==> src/rtl/fsm_core.sv <==
// fsm_core: serial popcount engine with interrupt/acknowledge reporting.
// A non-zero word captured in IDLE is shifted out LSB-first, one bit per
// clock, while an accumulator counts the ones. The result is published on
// data_out with intr, and held until the host acknowledges. Dropping ena
// mid-count aborts into HALT, where stop is raised until acknowledged.
module fsm_core #(
    parameter int DATA_W = 23,
    parameter int CNT_W  = 5
) (
    input  logic              clk,
    input  logic              arst,
    input  logic              ack,
    input  logic              ena,
    input  logic [DATA_W-1:0] data_in,
    output logic              intr,
    output logic              specreg,
    output logic              stop,
    output logic [DATA_W-1:0] data_out
);

    typedef enum logic [1:0] {
        IDLE    = 2'd0,
        COMPUTE = 2'd1,
        REPORT  = 2'd2,
        HALT    = 2'd3
    } state_t;

    // Bit counter value on the edge that consumes the last (MSB) bit.
    localparam logic [CNT_W-1:0] LAST_CNT = CNT_W'(DATA_W - 1);

    state_t            state_reg, state_next;
    logic [DATA_W-1:0] shift_reg, shift_next;
    logic [CNT_W-1:0]  cnt_reg, cnt_next;
    logic [CNT_W-1:0]  acc_reg, acc_next;
    logic              intr_reg, intr_next;
    logic              spec_reg, spec_next;
    logic              stop_reg, stop_next;
    logic [DATA_W-1:0] dout_reg, dout_next;

    // Accumulator including the bit currently at the bottom of the shifter.
    logic [CNT_W-1:0]  acc_sum;
    logic              last_bit;
    logic              word_zero;

    assign acc_sum   = acc_reg + {{(CNT_W-1){1'b0}}, shift_reg[0]};
    assign last_bit  = (cnt_reg == LAST_CNT);
    assign word_zero = (data_in == '0);

    // State register with synchronous active-low reset.
    always_ff @(posedge clk) begin
        if (!arst) begin
            state_reg <= IDLE;
        end else begin
            state_reg <= state_next;
        end
    end

    // Next-state decode.
    always_comb begin
        state_next = state_reg;
        case (state_reg)
            IDLE: begin
                if (ena) begin
                    state_next = word_zero ? REPORT : COMPUTE;
                end
            end
            COMPUTE: begin
                if (!ena) begin
                    state_next = HALT;
                end else if (last_bit) begin
                    state_next = REPORT;
                end
            end
            REPORT: begin
                if (ack) begin
                    state_next = IDLE;
                end
            end
            HALT: begin
                if (ack) begin
                    state_next = IDLE;
                end
            end
            default: state_next = IDLE;
        endcase
    end

    // Datapath and output next values; everything holds unless a rule fires.
    always_comb begin
        shift_next = shift_reg;
        cnt_next   = cnt_reg;
        acc_next   = acc_reg;
        intr_next  = intr_reg;
        spec_next  = spec_reg;
        stop_next  = stop_reg;
        dout_next  = dout_reg;
        case (state_reg)
            IDLE: begin
                if (ena) begin
                    if (word_zero) begin
                        // Zero word needs no counting: report immediately.
                        spec_next = 1'b1;
                        dout_next = '0;
                        intr_next = 1'b1;
                    end else begin
                        spec_next  = 1'b0;
                        shift_next = data_in;
                        cnt_next   = '0;
                        acc_next   = '0;
                    end
                end
            end
            COMPUTE: begin
                if (!ena) begin
                    // Abort: partial count is dropped, published result kept.
                    stop_next = 1'b1;
                end else begin
                    acc_next   = acc_sum;
                    shift_next = shift_reg >> 1;
                    cnt_next   = cnt_reg + CNT_W'(1);
                    if (last_bit) begin
                        dout_next = {{(DATA_W-CNT_W){1'b0}}, acc_sum};
                        intr_next = 1'b1;
                    end
                end
            end
            REPORT: begin
                if (ack) begin
                    intr_next = 1'b0;
                end
            end
            HALT: begin
                if (ack) begin
                    stop_next = 1'b0;
                end
            end
            default: begin
                shift_next = '0;
                cnt_next   = '0;
                acc_next   = '0;
                intr_next  = 1'b0;
                spec_next  = 1'b0;
                stop_next  = 1'b0;
                dout_next  = '0;
            end
        endcase
    end

    // Datapath and registered outputs with synchronous active-low reset.
    always_ff @(posedge clk) begin
        if (!arst) begin
            shift_reg <= '0;
            cnt_reg   <= '0;
            acc_reg   <= '0;
            intr_reg  <= 1'b0;
            spec_reg  <= 1'b0;
            stop_reg  <= 1'b0;
            dout_reg  <= '0;
        end else begin
            shift_reg <= shift_next;
            cnt_reg   <= cnt_next;
            acc_reg   <= acc_next;
            intr_reg  <= intr_next;
            spec_reg  <= spec_next;
            stop_reg  <= stop_next;
            dout_reg  <= dout_next;
        end
    end

    assign intr     = intr_reg;
    assign specreg  = spec_reg;
    assign stop     = stop_reg;
    assign data_out = dout_reg;

endmodule

==> config.mk <==
export PLATFORM = sky130hd
export DESIGN_NAME = fsm_core
export DESIGN_NICKNAME = d
export VERILOG_FILES = /design/src/rtl/fsm_core.sv
export SDC_FILE = /design/constraint.sdc
export NUM_CORES = 1
export LEC_CHECK = 0
export ABC_AREA = 0
export BUFFER_PORTS_ARGS = -buffer_cell sky130_fd_sc_hd__buf_2
export CORE_MARGIN = 5
export CORE_UTILIZATION = 53
export CTS_CLUSTER_DIAMETER = 200
export DETAILED_ROUTE_END_ITERATION = 12
export PLACE_DENSITY = 0.9
export REMOVE_ABC_BUFFERS = 1
export SYNTH_ARGS = -nofsm -noshare
export SYNTH_HDL_FRONTEND = slang
export SYNTH_SLANG_ARGS = --single-unit
==> constraint.sdc <==
create_clock -name clk -period 2.25 [get_ports clk]
set_clock_uncertainty 0.05 [all_clocks]
set_input_delay 0.45 -clock clk [delete_from_list [all_inputs] [get_ports clk]]
set_output_delay 0.45 -clock clk [all_outputs]
set_load 0.01 [all_outputs]
==> tab_implementation.tex <==
\begin{tabular}{lr}
\hline
Metric & Value \\
\hline
\multicolumn{2}{l}{\textbf{Floorplan}} \\
Number of top-level pins & 53 \\
Height of the die & about 76 um \\
Die X & 75.8 um \\
Core ar. & $\sim$4300 um\^{}2 \\
Initial Util & 53.8\% \\
Area enclosed by the die boundary & 5740 um\^{}2 \\
Rows & 24 \\
\multicolumn{2}{l}{\textbf{Clock network}} \\
Clk sinks & 43 \\
Total clock buffers created by CTS & 5 \\
Hold bufs inserted after CTS & 0 \\
Later-pin clock latency in the skew report & 0.30 ns \\
Clock tree from TritonCTS & yes \\
Clock edge transition at the registers on the reported setup and hold paths & around 0.080 ns \\
Buffer cell driving the clock tree root & sky130\_fd\_sc\_hd\_\_clkbuf\_8 \\
\# resized after CTS & 0 \\
Post-CTS Setup Repair Bufs & 0 \\
H-tree levels & 2 \\
Max Buffers Root-to-Sink & 2 \\
\multicolumn{2}{l}{\textbf{Synthesis}} \\
Post-synthesis instance area & around 2300 um\^{}2 \\
Post-synthesis register bit count & between 40 and 50 \\
Synth Area per Inst & 8.34 um\^{}2 \\
Number of cells produced by synthesis & approximately 280 \\
Sequential area share after synthesis & about 38\% \\
Synthesis Warnings & 0 \\
Number of distinct library cell variants in the gate-level netlist after synthesis & 33 \\
\multicolumn{2}{l}{\textbf{Timing}} \\
Max Freq & between 0.5 and 0.6 GHz \\
Setup TNS Final & 0 ns \\
Final Hold Violating Endpoints & 0 \\
Setup repair after global routing missed its margin & no \\
Final hold slack & 0.368 ns \\
Final setup viols & 0 \\
Clock period minus worst slack & 1.87 ns \\
Share of the clock period used by the worst path & 83.1\% \\
Final count of pins violating max slew & 0 \\
\multicolumn{2}{l}{\textbf{Detailed routing}} \\
Final ANT Viol Nets & 0 \\
Violation count after the first detailed-route iteration & around 260 \\
First drt pass iteration count & 5 \\
WL/cell & 14.7 um \\
Number of design rule violations left after detail routing & 0 \\
DRT Wirelength & 5260 um \\
Via Count & 2044 \\
Average via count per standard cell & 5.71 \\
\multicolumn{2}{l}{\textbf{Critical path}} \\
Slowest-stage cell, CP & sky130\_fd\_sc\_hd\_\_dfxtp\_1 \\
Arrival time worst endpoint & 2.01 ns \\
Buffering stage count on the worst path with inverters included & 1 \\
Largest fanout of any net on the critical path & 17 \\
CP startpoint kind & flip-flop \\
Critical path's top delay family & simple AND/OR/NAND/NOR gates \\
Cell-by-cell listing of the critical path & nor4\_4 -> nand4\_2 -> o21a\_1 -> buf\_4 -> o221a\_2 \\
Max stage delay on crit path & 0.43 ns \\
Endpoint required time on the critical path & 2.39 ns \\
Kind of capture point of the worst setup path & flip-flop \\
Critical setup path kind & flip-flop to flip-flop \\
\multicolumn{2}{l}{\textbf{Run}} \\
Number of max-cap violations & 0 \\
\multicolumn{2}{l}{\textbf{Finish}} \\
Fraction of layout cells with a size suffix above 1 & 23.5\% \\
Non-filler cells in the finished layout & $\sim$360 \\
Max FFs per register & 23 \\
Cell area after layout & around 2500 um\^{}2 \\
Number of inserted filler cells in the final layout & between 300 and 400 \\
Count of inserted antenna diode cells & 0 \\
Growth of design area from synthesis to finish & 9.77\% \\
Number of nets in the layout & 336 \\
\multicolumn{2}{l}{\textbf{Global routing}} \\
Remaining Overflow, GRT & 0 \\
Global-route met3 utilization & 4.88\% \\
Via count of the first global-routing pass & 1919 \\
Global-route wire length before repair & 8590 um \\
Pin count of the biggest net entering global routing & 38 \\
GR Util met2 & 31.2\% \\
Initial antenna violation count & 0 \\
Total routing usage reported by global routing & 19.4\% \\
Met1 Track Usage GR & 24.4\% \\
Most Crowded Layer GR & met2 \\
\multicolumn{2}{l}{\textbf{Place}} \\
PortBufs & 34 \\
Cells after DPL & 350 \\
Final estimated routing congestion in global placement & roughly 0.86 \\
Area of placed instances & about 2400 um\^{}2 \\
Sum of net half-perimeters after detailed placement & 3680 um \\
\multicolumn{2}{l}{\textbf{Outcome}} \\
Status & finished clean \\
\multicolumn{2}{l}{\textbf{Worst hold path}} \\
Kind of path behind the tightest hold check & input port to flip-flop \\
\multicolumn{2}{l}{\textbf{Power}} \\
IR drop worst, VDD & 0.000257 V \\
Power per unit of standard cell area & about 620 nW/um\^{}2 \\
Leak Pwr & 1.06 nW \\
\hline
\end{tabular}
-- placed cells by master (no fill, tap or decap) --
master	Yosys	final
sky130_fd_sc_hd__nor2_1	12	12
sky130_fd_sc_hd__dfxtp_1	43	43
sky130_fd_sc_hd__a31oi_1	2	2
sky130_fd_sc_hd__o31a_1	1	1
sky130_fd_sc_hd__a21oi_1	7	7
sky130_fd_sc_hd__o21ai_0	3	3
sky130_fd_sc_hd__clkinv_2	0	1
sky130_fd_sc_hd__xor2_1	1	1
sky130_fd_sc_hd__nor2b_2	0	1
sky130_fd_sc_hd__inv_1	7	7
sky130_fd_sc_hd__o32ai_1	2	2
sky130_fd_sc_hd__clkbuf_1	14	2
sky130_fd_sc_hd__nand2_1	64	64
sky130_fd_sc_hd__o22ai_1	3	3
sky130_fd_sc_hd__mux2i_1	5	5
sky130_fd_sc_hd__xnor2_1	2	2
sky130_fd_sc_hd__nor3_1	1	1
sky130_fd_sc_hd__o221a_2	17	17
sky130_fd_sc_hd__a2bb2oi_1	1	1
sky130_fd_sc_hd__a211oi_1	2	2
sky130_fd_sc_hd__buf_2	4	34
sky130_fd_sc_hd__nand3_1	31	31
sky130_fd_sc_hd__o221a_1	10	10
sky130_fd_sc_hd__nand4_2	1	1
sky130_fd_sc_hd__o21a_1	3	3
sky130_fd_sc_hd__nor4_1	6	6
sky130_fd_sc_hd__ha_1	4	4
sky130_fd_sc_hd__nand4_1	1	1
sky130_fd_sc_hd__nor4_4	1	1
sky130_fd_sc_hd__buf_4	18	11
sky130_fd_sc_hd__nand2b_1	2	2
sky130_fd_sc_hd__nor2b_1	2	1
sky130_fd_sc_hd__clkbuf_8	0	5
sky130_fd_sc_hd__conb_1	1	18
sky130_fd_sc_hd__o32ai_4	1	1
-- cells in the mapped netlist --
master | count | area share (%)
sky130_fd_sc_hd__o221a_2 | 17 | 8.4
sky130_fd_sc_hd__a2bb2oi_1 | 1 | 0.38
sky130_fd_sc_hd__dfxtp_1 | 43 | 38
sky130_fd_sc_hd__nor4_4 | 1 | 0.93
sky130_fd_sc_hd__a31oi_1 | 2 | 0.55
sky130_fd_sc_hd__nor2_1 | 12 | 2.0
sky130_fd_sc_hd__xnor2_1 | 2 | 0.76
sky130_fd_sc_hd__nor2b_1 | 2 | 0.55
sky130_fd_sc_hd__o32ai_4 | 1 | 1.2
sky130_fd_sc_hd__buf_2 | 4 | 0.87
sky130_fd_sc_hd__inv_1 | 7 | 1.1
sky130_fd_sc_hd__ha_1 | 4 | 2.2
sky130_fd_sc_hd__o21a_1 | 3 | 0.98
sky130_fd_sc_hd__buf_4 | 18 | 5.9
sky130_fd_sc_hd__xor2_1 | 1 | 0.38
sky130_fd_sc_hd__a21oi_1 | 7 | 1.5
sky130_fd_sc_hd__buf_6 | 3 | 1.5
sky130_fd_sc_hd__o32ai_1 | 2 | 0.76
sky130_fd_sc_hd__a211oi_1 | 2 | 0.65
sky130_fd_sc_hd__nor3_1 | 1 | 0.22
sky130_fd_sc_hd__nand4_2 | 1 | 0.55
sky130_fd_sc_hd__o21ai_0 | 3 | 0.65
sky130_fd_sc_hd__conb_1 | 1 | 0.16
sky130_fd_sc_hd__o221a_1 | 10 | 4.9
sky130_fd_sc_hd__nand4_1 | 1 | 0.27
sky130_fd_sc_hd__mux2i_1 | 5 | 2.2
sky130_fd_sc_hd__nand3_1 | 31 | 6.8
sky130_fd_sc_hd__clkbuf_1 | 14 | 2.3
sky130_fd_sc_hd__o22ai_1 | 3 | 0.82
sky130_fd_sc_hd__nor4_1 | 6 | 1.6
sky130_fd_sc_hd__nand2_1 | 64 | 10
sky130_fd_sc_hd__o31a_1 | 1 | 0.38
sky130_fd_sc_hd__nand2b_1 | 2 | 0.55
-- where the power goes --
| part | switching, mW | internal (mW) | leakage, nW |
|---|---|---|---|
| sequential | 0.0282 | 0.802 | 0.353 |
| clock | 0.262 | 0.218 | 0.0422 |
| combinational | 0.148 | 0.100 | 0.667 |
-- area by class of cell --
class | instances | area (um^2) | area share, %
clock buffer | 7 | 76.3 | 3.03
timing repair buffer | 45 | 253 | 10.0
inverter | 7 | 26.3 | 1.04
tap | 52 | 65.1 | 2.59
multi-input combinational | 203 | 1230 | 48.9
clock inverter | 1 | 5.00 | 0.199
sequential | 43 | 861 | 34.2
-- worst reg2reg max path, delay by kind of cell (launching register included) --
kind,cells,cell delay [ns]
simple gates,2,0.55
compound gates,2,0.54
flops,1,0.43
buf+inv,1,0.20
-- stage by stage --
step / setup slack [ns] / total power [mW] / utilization, %
after floorplan: -0.470 / 0.990 / -
after global routing: 0.277 / 1.63 / 59.0
after detailed placement: 0.149 / 1.09 / 57.1
final: 0.380 / 1.56 / 59.0
after global placement: 0.203 / 1.09 / 57.1
after CTS: 0.381 / 1.57 / 59.0
-- path summary, 6_finish.rpt --
kind	startpoint	endpoint	slack (ns)	cells after the start
setup / recovery	state_reg[0]	shift_reg[21]	0.38	5
hold / removal	data_in[22]	shift_reg[22]	0.37	3
setup reg to reg	state_reg[0]	shift_reg[21]	0.38	5
hold reg to reg	data_out[1]	data_out[1]	0.41	2
-- layer usage --
layer,wire (um),vias up,part of all wire (%)
met4,94,0,1.8
li1,-,1004,-
met2,2530,76,48
met1,2300,954,44
met3,336,10,6.4
met5,0,-,0
-- cell families (layout without fill, tap and decap cells) --
kind of cell	after synthesis	in the layout	synth area share [%]
AO/OA/AOI/OAI	52	52	21.2
XOR/XNOR	3	3	1.15
adder cells (fa/ha/maj)	4	4	2.18
buffers and inverters	46	60	11.7
flip-flops	43	43	37.6
multiplexers	5	5	2.18
other	1	18	0.164
AND/OR/NAND/NOR	121	121	23.9
Note: power is estimated with default switching activity, not from simulation.
